==> config.mk <==
export PLATFORM = sky130hd
export DESIGN_NAME = multicycle_control
export DESIGN_NICKNAME = d
export VERILOG_FILES = /design/src/rtl/multicycle_control.sv
export SDC_FILE = /design/constraint.sdc
export NUM_CORES = 1
export LEC_CHECK = 0
export BUFFER_PORTS_ARGS = -buffer_cell sky130_fd_sc_hd__buf_2
export CAP_MARGIN = 15
export CORE_MARGIN = 1
export CORE_UTILIZATION = 40
export CTS_CLUSTER_DIAMETER = 60
export DETAILED_ROUTE_END_ITERATION = 12
export GPL_TIMING_DRIVEN = 0
export PLACE_DENSITY = 0.74
export SLEW_MARGIN = 20
export SYNTH_ARGS = -nofsm -noshare
export SYNTH_HDL_FRONTEND = slang
export SYNTH_SLANG_ARGS = --single-unit
export TNS_END_PERCENT = 20
==> constraint.sdc <==
create_clock -name clock -period 2.15 [get_ports clock]
set_clock_uncertainty 0.2 [all_clocks]
set_input_delay 0.43 -clock clock [delete_from_list [all_inputs] [get_ports clock]]
set_output_delay 0.43 -clock clock [all_outputs]
set_load 0.03 [all_outputs]
==> src/rtl/multicycle_control.sv <==
// Multicycle processor control FSM: FETCH/DECODE/MEM/WB sequencing with a run
// gate, mem_ready handshake and timeout, HALT, illegal-opcode flag and retire counter.
module multicycle_control #(
  parameter int OP_W        = 3,
  parameter int MEM_TIMEOUT = 15,
  parameter int CNT_W       = 16
) (
  input  logic             clock,
  input  logic             reset,
  input  logic             run,
  input  logic [OP_W-1:0]  instructions,
  input  logic             mem_ready,
  output logic [OP_W-1:0]  alu_op,
  output logic             next_ins,
  output logic             immediate,
  output logic             reg_write,
  output logic             mem_write,
  output logic             mem_to_reg,
  output logic             mem_req,
  output logic             halted,
  output logic             illegal_op,
  output logic             mem_timeout,
  output logic [CNT_W-1:0] instr_count
);

  typedef enum logic [2:0] {
    S_IDLE, S_FETCH, S_DECODE, S_MEM, S_WB, S_HALT
  } state_e;

  localparam int WAIT_W = (MEM_TIMEOUT > 0) ? $clog2(MEM_TIMEOUT + 1) : 1;

  localparam logic [OP_W-1:0] OP_MOV = OP_W'(4);
  localparam logic [OP_W-1:0] OP_LD  = OP_W'(5);
  localparam logic [OP_W-1:0] OP_ST  = OP_W'(6);
  localparam logic [OP_W-1:0] OP_HLT = OP_W'(7);

  state_e            state_q, state_d;
  logic [OP_W-1:0]   op_q, op_d;
  logic [WAIT_W-1:0] wait_q, wait_d;
  logic [CNT_W-1:0]  cnt_q, cnt_d;
  logic              ill_q, ill_d;
  logic              mto_q, mto_d;

  always_ff @(posedge clock or posedge reset) begin
    if (reset) begin
      state_q <= S_IDLE;
      op_q    <= '0;
      wait_q  <= '0;
      cnt_q   <= '0;
      ill_q   <= 1'b0;
      mto_q   <= 1'b0;
    end else begin
      state_q <= state_d;
      op_q    <= op_d;
      wait_q  <= wait_d;
      cnt_q   <= cnt_d;
      ill_q   <= ill_d;
      mto_q   <= mto_d;
    end
  end

  always_comb begin
    state_d    = state_q;
    op_d       = op_q;
    wait_d     = wait_q;
    cnt_d      = cnt_q;
    ill_d      = ill_q;
    mto_d      = mto_q;
    next_ins   = 1'b0;
    immediate  = 1'b0;
    reg_write  = 1'b0;
    mem_write  = 1'b0;
    mem_to_reg = 1'b0;
    mem_req    = 1'b0;
    halted     = 1'b0;
    case (state_q)
      S_IDLE: begin
        if (run) state_d = S_FETCH;
      end
      S_FETCH: begin
        next_ins = 1'b1;
        state_d  = S_DECODE;
      end
      S_DECODE: begin
        // immediate looks at the live opcode here; everywhere else strobes use op_q
        immediate = (instructions == OP_MOV);
        op_d      = instructions;
        wait_d    = '0;
        if (instructions == OP_LD || instructions == OP_ST) state_d = S_MEM;
        else if (instructions == OP_HLT)                     state_d = S_HALT;
        else                                                 state_d = S_WB;
        if (instructions > OP_HLT) ill_d = 1'b1;
      end
      S_MEM: begin
        mem_req    = 1'b1;
        mem_write  = (op_q == OP_ST);
        mem_to_reg = (op_q == OP_LD);
        if (mem_ready) begin
          wait_d  = '0;
          state_d = S_WB;
        end else if (MEM_TIMEOUT > 0 && wait_q == WAIT_W'(MEM_TIMEOUT)) begin
          wait_d  = '0;
          mto_d   = 1'b1;
          state_d = S_HALT;
        end else begin
          wait_d = wait_q + WAIT_W'(1);
        end
      end
      S_WB: begin
        reg_write  = (op_q <= OP_MOV) || (op_q == OP_LD);
        immediate  = (op_q == OP_MOV);
        mem_to_reg = (op_q == OP_LD);
        if (cnt_q != '1) cnt_d = cnt_q + CNT_W'(1);
        state_d = run ? S_FETCH : S_IDLE;
      end
      S_HALT: begin
        halted = 1'b1;
      end
      default: state_d = S_IDLE;
    endcase
  end

  assign alu_op      = op_q;
  assign illegal_op  = ill_q;
  assign mem_timeout = mto_q;
  assign instr_count = cnt_q;

endmodule

==> flow_summary.ini, run 1 <==
[outcome]
outcome = finished, violations left
violations = negative setup slack

[hold_path]
hold_class = in2reg

[yosys]
synth-edff-count = 0
synth.distinct_cells = 40
ys_ff_latch = 28
synth_nets = 148
seq_area_frac_synth_pct = 47.8
synth_top_area_cell = dfrtp_1
syn_area_um2 = 1470
netlist.area_leader.share_pct = 47.8
netlist_top_cells_area = dfrtp_1 48%, xnor2_1 4.2%, xor2_1 4.2%
avgSynthCellArea_um2 = 10.5
synthCells = 139
async_flop_share_pct = 100
synth_ff_type = dfrtp_1
yosys_warnings = 0

[floorplan]
die_area_um2 = 3910
start_util_pct = 42.9
row_count = 21
fp.dieH_um = 62.5
die_w_um = 62.5
core_area_um2 = 3420
num_io_pins = 35

[critical_path]
cp.arrival_ns = 1.73
worst_setup_path_end_kind = output port
r2r_slack_ns = 0.11
cp-start-kind = flip-flop
crit_fanout = 7
crit_type = reg2out
crit_required_ns = 1.52

[grt]
antenna_found_initial = 0
grt_pass1_vias = 1159
grtUsageTotal_pct = 16.6
grt_overflow = 0
grt_pass1_wl_mm = 5.30
grt_max_degree = 29

[place]
port_buffers = 34
place_ws_ns = -0.0387
placedCellCount = 219
place.gp.congestion = 0.820
dp_hpwl_mm = 2.25

[cells_and_area]
final_common_cell = buf_2
final_cells = 226
drive_gt1_share_pct = 33.9
mostFrequentLayoutCells = 31 x buf_2, 26 x dfrtp_1, 12 x nand2_1
area_delta_synth_final_pct = 23.4
fin_nets = 190
antenna_cells = 0

[timing]
whs_ns = 0.167
tns_ns = -0.561
slew_violations = 0
setup_ws_ns = -0.212
period_share_pct = 110
tightest_slew_ns = 0.588
max_freq_ghz = 0.423
layout_min_cycle_time_ns = 2.36
rsz0062_at_grt = yes
hold_viol_final = 0
relSlewSlack_pct = 60.8
setup_viol = 4

[routing]
drtIter0Drc = 88
ant_nets = 0
drtPass1Iterations = 4
via_per_inst = 5.22
dr_total_vias = 1179
wirelength_mm = 3.07
wire_per_inst_um = 13.6
drc = 0

[clocking]
cts_sinks = 28
worst_skew_pair.late_latency_ns = 0.33
h-tree-depth = 1
cts_max_path_buffers = 2
cts-root-buf = clkbuf_4
cts.clk_slew.worst_paths_ns = 0.14
cts_tree = yes
cts_made_buffers = 3

[power]
finalPower_mw = 1.76
p_leak_nw = 0.913
ir_worst_vdd_mv = 0.744
power_density_nw_per_um2 = 972

[flow_run]
drv_cap = 0
cells by family after synthesis:
| kind of cell | count (synthesis) | share of synthesized area, % |
|---|---|---|
| AOI/OAI and AO/OA | 20 | 9.05 |
| xor gates and xnor gates | 14 | 8.37 |
| adders and majority gates | 2 | 1.71 |
| buffers and inverters | 9 | 3.33 |
| DFF | 28 | 47.8 |
| muxes | 5 | 3.76 |
| and+or+nand+nor | 61 | 26.0 |
power by group:
group          internal [mW]  switching, mW  leakage, nW
Clock                  0.104          0.155       0.0210
Combinational          0.277          0.446        0.520
Sequential             0.632          0.143        0.371
what timing repair did:
item | CTS | global route
resized for setup | 4 | 7
setup buffers | 3 | 1
pin swaps | 2 | 4
endpoints found under the hold margin | 0 | 28
endpoints found under the setup margin | 4 | 11
hold buffers | 0 | 1
cell usage after synthesis, types with 3 or more instances:
| cell | number |
|---|---|
| mux2_2 | 4 |
| xnor2_1 | 7 |
| nor3_1 | 8 |
| dfrtp_1 | 28 |
| nor2_1 | 8 |
| inv_1 | 4 |
| nand4_1 | 4 |
| nand2_1 | 12 |
| clkbuf_1 | 3 |
| nor3b_1 | 4 |
| nand3_1 | 7 |
| o21ai_0 | 7 |
| xor2_1 | 7 |
| a21oi_1 | 3 |
area by class of cell:
class                           count  area (µm²)
Buffer                              3        18.8
Clock buffer                        4        36.3
Fill cell                         341        1610
Inverter                            4        15.0
Multi-Input combinational cell    102         756
Sequential cell                    28         703
Tap cell                           46        57.6
Timing Repair Buffer               39         221
state kept, by name, summed over array words and instances, names as in the netlist:
register	cells
state_q	3
illegal_op	1
mem_timeout	1
wait_q	4
instr_count	16
alu_op	3
metal layers:
layer,track usage (%),part of all wire (%),wire length (µm),vias to the layer above
li1,-,-,-,579
met1,19.2,42,1290,570
met2,31.4,53,1630,28
met5,0,0,0,-
met4,1.74,0.52,16,0
met3,4.20,4.7,143,2
final timing paths:
path                                         to            start  depth (start not counted)
worst max register to register  instr_count[15]       state_q[1]                          5
worst min register to register       illegal_op       illegal_op                          1
max in group asynchronous            state_q[2]            reset                          3
worst max-delay path                  immediate       state_q[1]                          4
worst min-delay path                  alu_op[1]  instructions[1]                          2
min in group asynchronous        instr_count[3]            reset                          3
metrics by stage:
step | cell area, µm² | utilization (%)
2_1_floorplan | 1480 | -
3_3_place_gp | 1710 | 50.1
3_5_place_dp | 1710 | 50.1
4_1_cts | 1780 | 52.0
5_1_grt | 1810 | 52.9
6_report | 1810 | 52.9
worst max-delay path: stages (launching register included):
cell     delay, ns
dfrtp_2       0.48
or3b_1        0.40
buf_6         0.14
o41ai_4       0.19
buf_4         0.20
Note: power is estimated with default switching activity, not from simulation.
==> run 2: changes to the inputs <==
--- a/config.mk
+++ b/config.mk
@@ -5,6 +5,7 @@
 export SDC_FILE = /design/constraint.sdc
 export NUM_CORES = 1
 export LEC_CHECK = 0
+export ABC_AREA = 1
 export BUFFER_PORTS_ARGS = -buffer_cell sky130_fd_sc_hd__buf_2
 export CAP_MARGIN = 15
 export CORE_MARGIN = 1
==> run 2 against run 1 <==
The run now ends clean. First-iteration DRC count down 34%. Total power up 7.4%. Utilization down 3.4 points. Count of clock-buffer cells in the layout unchanged. Synthesized cell count up 63%. Largest power group unchanged. Flip-flop and latch count unchanged. Sequential share of layout area down 3.5 points. Non-clock buffer count down 3. Cell count up 40%.
==> flow_summary.ini, run 2 <==
[place]
dp_hpwl_mm = 2.62
place.gp.congestion = 0.804
port_buffers = 34

[routing]
via_per_inst = 4.92
wire_per_inst_um = 11.3
drc = 0
drtPass1Iterations = 4
ant_nets = 0
wirelength_mm = 3.56
drtIter0Drc = 58
dr_total_vias = 1555

[grt]
grt_util_met2_pct = 30.4
met1_usage_pct = 23.4
grt_pass1_vias = 1356
antenna_found_initial = 0
grt_pass1_wl_mm = 6.11
grt_max_degree = 29
grt-busiest-layer = met2
grt_overflow = 0
gr-usage-met3_pct = 2.57
grtUsageTotal_pct = 18.0

[critical_path]
r2r_slack_ns = 0.34
crit_type = reg2out
cp_num_buf_inv = 1
cp_slowest_stage_delay_ns = 0.46
cp.arrival_ns = 1.47
cp-start-kind = flip-flop
cp_cell_sequence = nor2_4 > nand2_2 > a21oi_1 > clkbuf_4
worst_setup_path_end_kind = output port
crit_required_ns = 1.52
path_delay_family = flip-flops
reg2reg_depth = 11
cp_slowest_cell = dfrtp_2
cp.depth = 4
crit_fanout = 7

[clocking]
worst_skew_pair.late_latency_ns = 0.28
cts_max_path_buffers = 2
cts_tree = yes
cts.clk_slew.worst_paths_ns = 0.10
h-tree-depth = 1
cts-root-buf = clkbuf_8
cts_made_buffers = 3
cts_sinks = 28

[floorplan]
fp.dieH_um = 66.5
die_area_um2 = 4420
core_area_um2 = 4000
num_io_pins = 35
row_count = 23
start_util_pct = 41.6
die_w_um = 66.5

[yosys]
synth_nets = 235
yosys_warnings = 0
syn_area_um2 = 1660
synthMostInstantiatedCell = nand2_1
synth_ff_type = dfrtp_1
netlist_top_cells_area = dfrtp_1 42%, nand2_1 19%, xnor2_1 4.7%
synthCells = 226
synthTopCellsByCount = 86 x nand2_1, 28 x dfrtp_1, 20 x nor2_1, 19 x inv_1, 11 x nand3_1
synth.distinct_cells = 27
avgSynthCellArea_um2 = 7.36
ys_ff_latch = 28
async_flop_share_pct = 100
seq_area_frac_synth_pct = 42.1
synth-edff-count = 0
synth_top_area_cell = dfrtp_1
netlist.area_leader.share_pct = 42.1

[timing]
layout_min_cycle_time_ns = 2.10
rsz0062_at_grt = yes
whs_ns = 0.00404
relSlewSlack_pct = 61.0
setup_viol = 0
tightest_slew_ns = 0.584
period_share_pct = 97.8
max_freq_ghz = 0.475
slew_violations = 0
hold_viol_final = 0

[power]
p_leak_nw = 1.04
ir_worst_vdd_mv = 0.670
power_density_nw_per_um2 = 953

[cells_and_area]
fin_nets = 276
area_delta_synth_final_pct = 19.0
drive_gt1_share_pct = 23.7
largest_reg_flops = 16
mostFrequentLayoutCells = 85 x nand2_1, 31 x buf_2, 27 x dfrtp_1
final_common_cell = nand2_1
fillers = 407
finalCoreUtilization_pct = 49.5
antenna_cells = 0

[flow_run]
drv_cap = 0

[hold_path]
hold_class = in2async

[outcome]
outcome = finished, final reports clean
run 2: cell count changes in the layout (fill, tap and decap cells not counted), moves of 7 or more:
cell and delta:
inv_1 +15, nand2_1 +73, nor2_1 +12, xor2_1 -7
run 2: per-stage QoR:
step	total power, mW	setup slack, ns	area, µm²	TNS (ns)	cells
after floorplan	1.32	0.179	1660	0	226
final	1.89	0.0468	1980	0	316
after global placement	1.51	0.226	1900	0	310
after CTS	1.88	0.0228	1960	0	315
after detailed placement	1.53	0.208	1900	0	310
after global routing	2.03	-0.0393	1980	-0.0693	316
run 2: cell families (layout without fill, tap and decap cells):
| logic type | after synthesis | in the layout | share of synthesized area [%] |
|---|---|---|---|
| fa+ha+maj | 2 | 2 | 1.50 |
| simple gates | 137 | 137 | 36.8 |
| compound gates | 23 | 23 | 7.67 |
| flops | 28 | 28 | 42.1 |
| buf+inv | 27 | 67 | 7.22 |
| xor+xnor | 9 | 9 | 4.74 |
run 2: path summary, 6_finish.rpt:
check	from	endpoint
worst max-delay path	state_q[2]	mem_to_reg
max in group asynchronous	reset	state_q[2]
worst max register to register	instr_count[0]	instr_count[13]
worst min register to register	illegal_op	illegal_op
worst min-delay path	reset	instr_count[1]
min in group clock	mem_ready	wait_q[2]
run 2: cell type report:
type / instances / area, µm² / share of cell area [%]
timing repair buffer: 36 / 193 / 9.73
multi-input combinational: 171 / 848 / 42.8
inverter: 24 / 93.8 / 4.74
sequential: 28 / 702 / 35.4
clock buffer: 4 / 55.1 / 2.78
tap: 50 / 62.6 / 3.16
buffer: 3 / 26.3 / 1.33
run 2: what timing repair did:
item / CTS / global route
gates resized for setup: 1 / 5
buffers inserted: 1 / 1
endpoints found under the hold margin: 0 / 0
setup endpoints to repair: 1 / 3
hold buffers: 0 / 0
run 2: layer usage:
layer | part of all wire, % | vias to the layer above
li1 | - | 791
met1 | 47 | 719
met2 | 48 | 41
met3 | 3.9 | 4
met4 | 0.76 | 0
met5 | 0 | -
run 2: power breakdown:
group          internal [mW]  leakage [nW]  switching (mW)
logic                  0.256         0.637           0.520
clock network          0.164        0.0288           0.170
registers              0.631         0.371           0.146
total                   1.05          1.04           0.836
==> run 3: changes to the inputs <==
--- a/config.mk
+++ b/config.mk
@@ -8,6 +8,7 @@
 export ABC_AREA = 1
 export BUFFER_PORTS_ARGS = -buffer_cell sky130_fd_sc_hd__buf_2
 export CAP_MARGIN = 15
+export CORE_ASPECT_RATIO = 0.8
 export CORE_MARGIN = 1
 export CORE_UTILIZATION = 40
 export CTS_CLUSTER_DIAMETER = 60
==> run 3 against run 2 <==
The flow now finishes with violations (negative hold slack). Highest routed layer unchanged. Worst setup slack improved by 0.014 ns. Via count decreased by 3.4%. Total power increased by 3.4%. Clock power increased by 28%. Utilization increased by 1.7 points. First-iteration DRC count increased by 28%. Combinational power decreased by 3.3%. Largest cell class unchanged. Critical endpoint is now immediate. Global-route usage decreased by 0.59 points. Critical path depth increased by 2.
==> flow_summary.ini, run 3 (synthesis results as in run 2) <==
[outcome]
outcome = finished, violations left
violations = negative hold slack

[clocking]
cts_made_buffers = 3
h-tree-depth = 1
cts_max_path_buffers = 2
cts-root-buf = clkbuf_8
cts_sinks = 28
postCtsHoldBufs = 0
cts.clk_slew.worst_paths_ns = 0.10
worst_skew_pair.late_latency_ns = 0.28
cts_tree = yes

[timing]
slew_violations = 0
setup_viol = 0
setup_ws_ns = 0.0611
whs_ns = -0.00628
layout_min_cycle_time_ns = 2.09
tightest_slew_ns = 0.570
rsz0062_at_grt = yes
relSlewSlack_pct = 61.9
hold_viol_final = 28
max_freq_ghz = 0.479
period_share_pct = 97.2

[routing]
via_per_inst = 4.69
drtIter0Drc = 74
drtPass1Iterations = 5
drc = 0
ant_nets = 0
wire_per_inst_um = 10.8
wirelength_mm = 3.44
dr_total_vias = 1502

[cells_and_area]
drive_gt1_share_pct = 22.3
final_cells = 320
antenna_cells = 0
final_common_cell = nand2_1
mostFrequentLayoutCells = 86 x nand2_1, 32 x buf_2, 28 x dfrtp_1
largest_reg_flops = 16
fin_nets = 275
area_delta_synth_final_pct = 19.4
finalCoreUtilization_pct = 51.2
fillers = 398

[floorplan]
die_w_um = 74.1
fp.dieH_um = 59.7
row_count = 20
num_io_pins = 35
die_area_um2 = 4420
core_area_um2 = 3880
start_util_pct = 42.9

[power]
finalPower_mw = 1.95
ir_worst_vdd_mv = 0.750
p_leak_nw = 1.04
power_density_nw_per_um2 = 982

[grt]
grt_overflow = 0
grtUsageTotal_pct = 17.4
grt_pass1_vias = 1382
antenna_found_initial = 0
grt_max_degree = 29
grt_pass1_wl_mm = 5.94

[hold_path]
hold_class = in2async

[critical_path]
cp-start-kind = flip-flop
cp_num_buf_inv = 2
cp_slowest_cell = dfrtp_1
worst_setup_path_end_kind = output port
cp_slowest_stage_delay_ns = 0.42
startpoint = state_q[1]
crit_fanout = 4
cp_cell_sequence = nor2_1 > nand2_1 > inv_2 > nand3_1 > o22ai_1 > buf_4
crit_required_ns = 1.52
reg2reg_from = instr_count[0]
path_delay_family = flip-flops
crit_type = reg2out
cp.arrival_ns = 1.46

[place]
dp_hpwl_mm = 2.56
port_buffers = 34
place.gp.congestion = 0.810
place_ws_ns = 0.248
placedCellCount = 315

[flow_run]
drv_cap = 0
[run 3: cell count changes in the layout (fill, tap and decap cells not counted), sizes merged]
cell,previous run,this run
clkbuf,6,4
bufinv,0,1
[run 3: area by class of cell]
class / count / area, µm² / share of cell area [%]
Multi-Input combinational cell: 171 / 843 / 42.4
Inverter: 24 / 93.8 / 4.72
Sequential cell: 28 / 701 / 35.3
Buffer: 3 / 26.3 / 1.32
Clock buffer: 3 / 41.3 / 2.08
Clock inverter: 1 / 30.0 / 1.51
Tap cell: 55 / 68.8 / 3.46
Timing Repair Buffer: 35 / 183 / 9.19
[run 3: layer usage]
metal	up-vias	wire length [µm]	global-route usage (%)	share of wire, %
li1	794	-	-	-
met1	675	1710	23.0	50
met2	31	1560	30.0	45
met3	2	163	4.22	4.7
met4	0	11	1.92	0.32
met5	-	0	0	0
[run 3: power breakdown]
group / internal [mW] / switching (mW) / leakage, nW
Clock: 0.250 / 0.178 / 0.0357
Combinational: 0.242 / 0.510 / 0.632
Sequential: 0.630 / 0.142 / 0.372
Total: 1.12 / 0.829 / 1.04
[run 3: path summary, 6_finish.rpt]
check,end,slack [ns],depth (start not counted)
max,immediate,0.06,6
min,illegal_op,-0.006,2
max reg2reg,instr_count[7],0.36,11
min reg2reg,illegal_op,0.27,1
max in group asynchronous,instr_count[8],1.39,2
min in group clock,mem_timeout,0.17,2
[run 3: worst register-to-register path, delay by kind of cell, from the launching register on]
kind                     cells  cell delay [ns]
adder cells (fa/ha/maj)      1             0.25
AND/OR/NAND/NOR              6             0.45
buffers and inverters        4             0.33
flip-flops                   1             0.47
[run 3: repair_timing]
item	4_1_cts	5_1_grt
endpoints found under the hold margin	0	0
buffers inserted	1	0
endpoints found under the setup margin	1	2
resized for setup	1	1
[run 3: stage by stage]
stage | cell area, µm² | setup TNS, ns | hold slack [ns]
after floorplan | 1660 | 0 | 0.273
after global placement | 1900 | 0 | 0.239
after detailed placement | 1900 | 0 | 0.247
after CTS | 1980 | 0 | 0.172
after global routing | 1990 | -0.0317 | 0.0454
final | 1990 | 0 | -0.00628
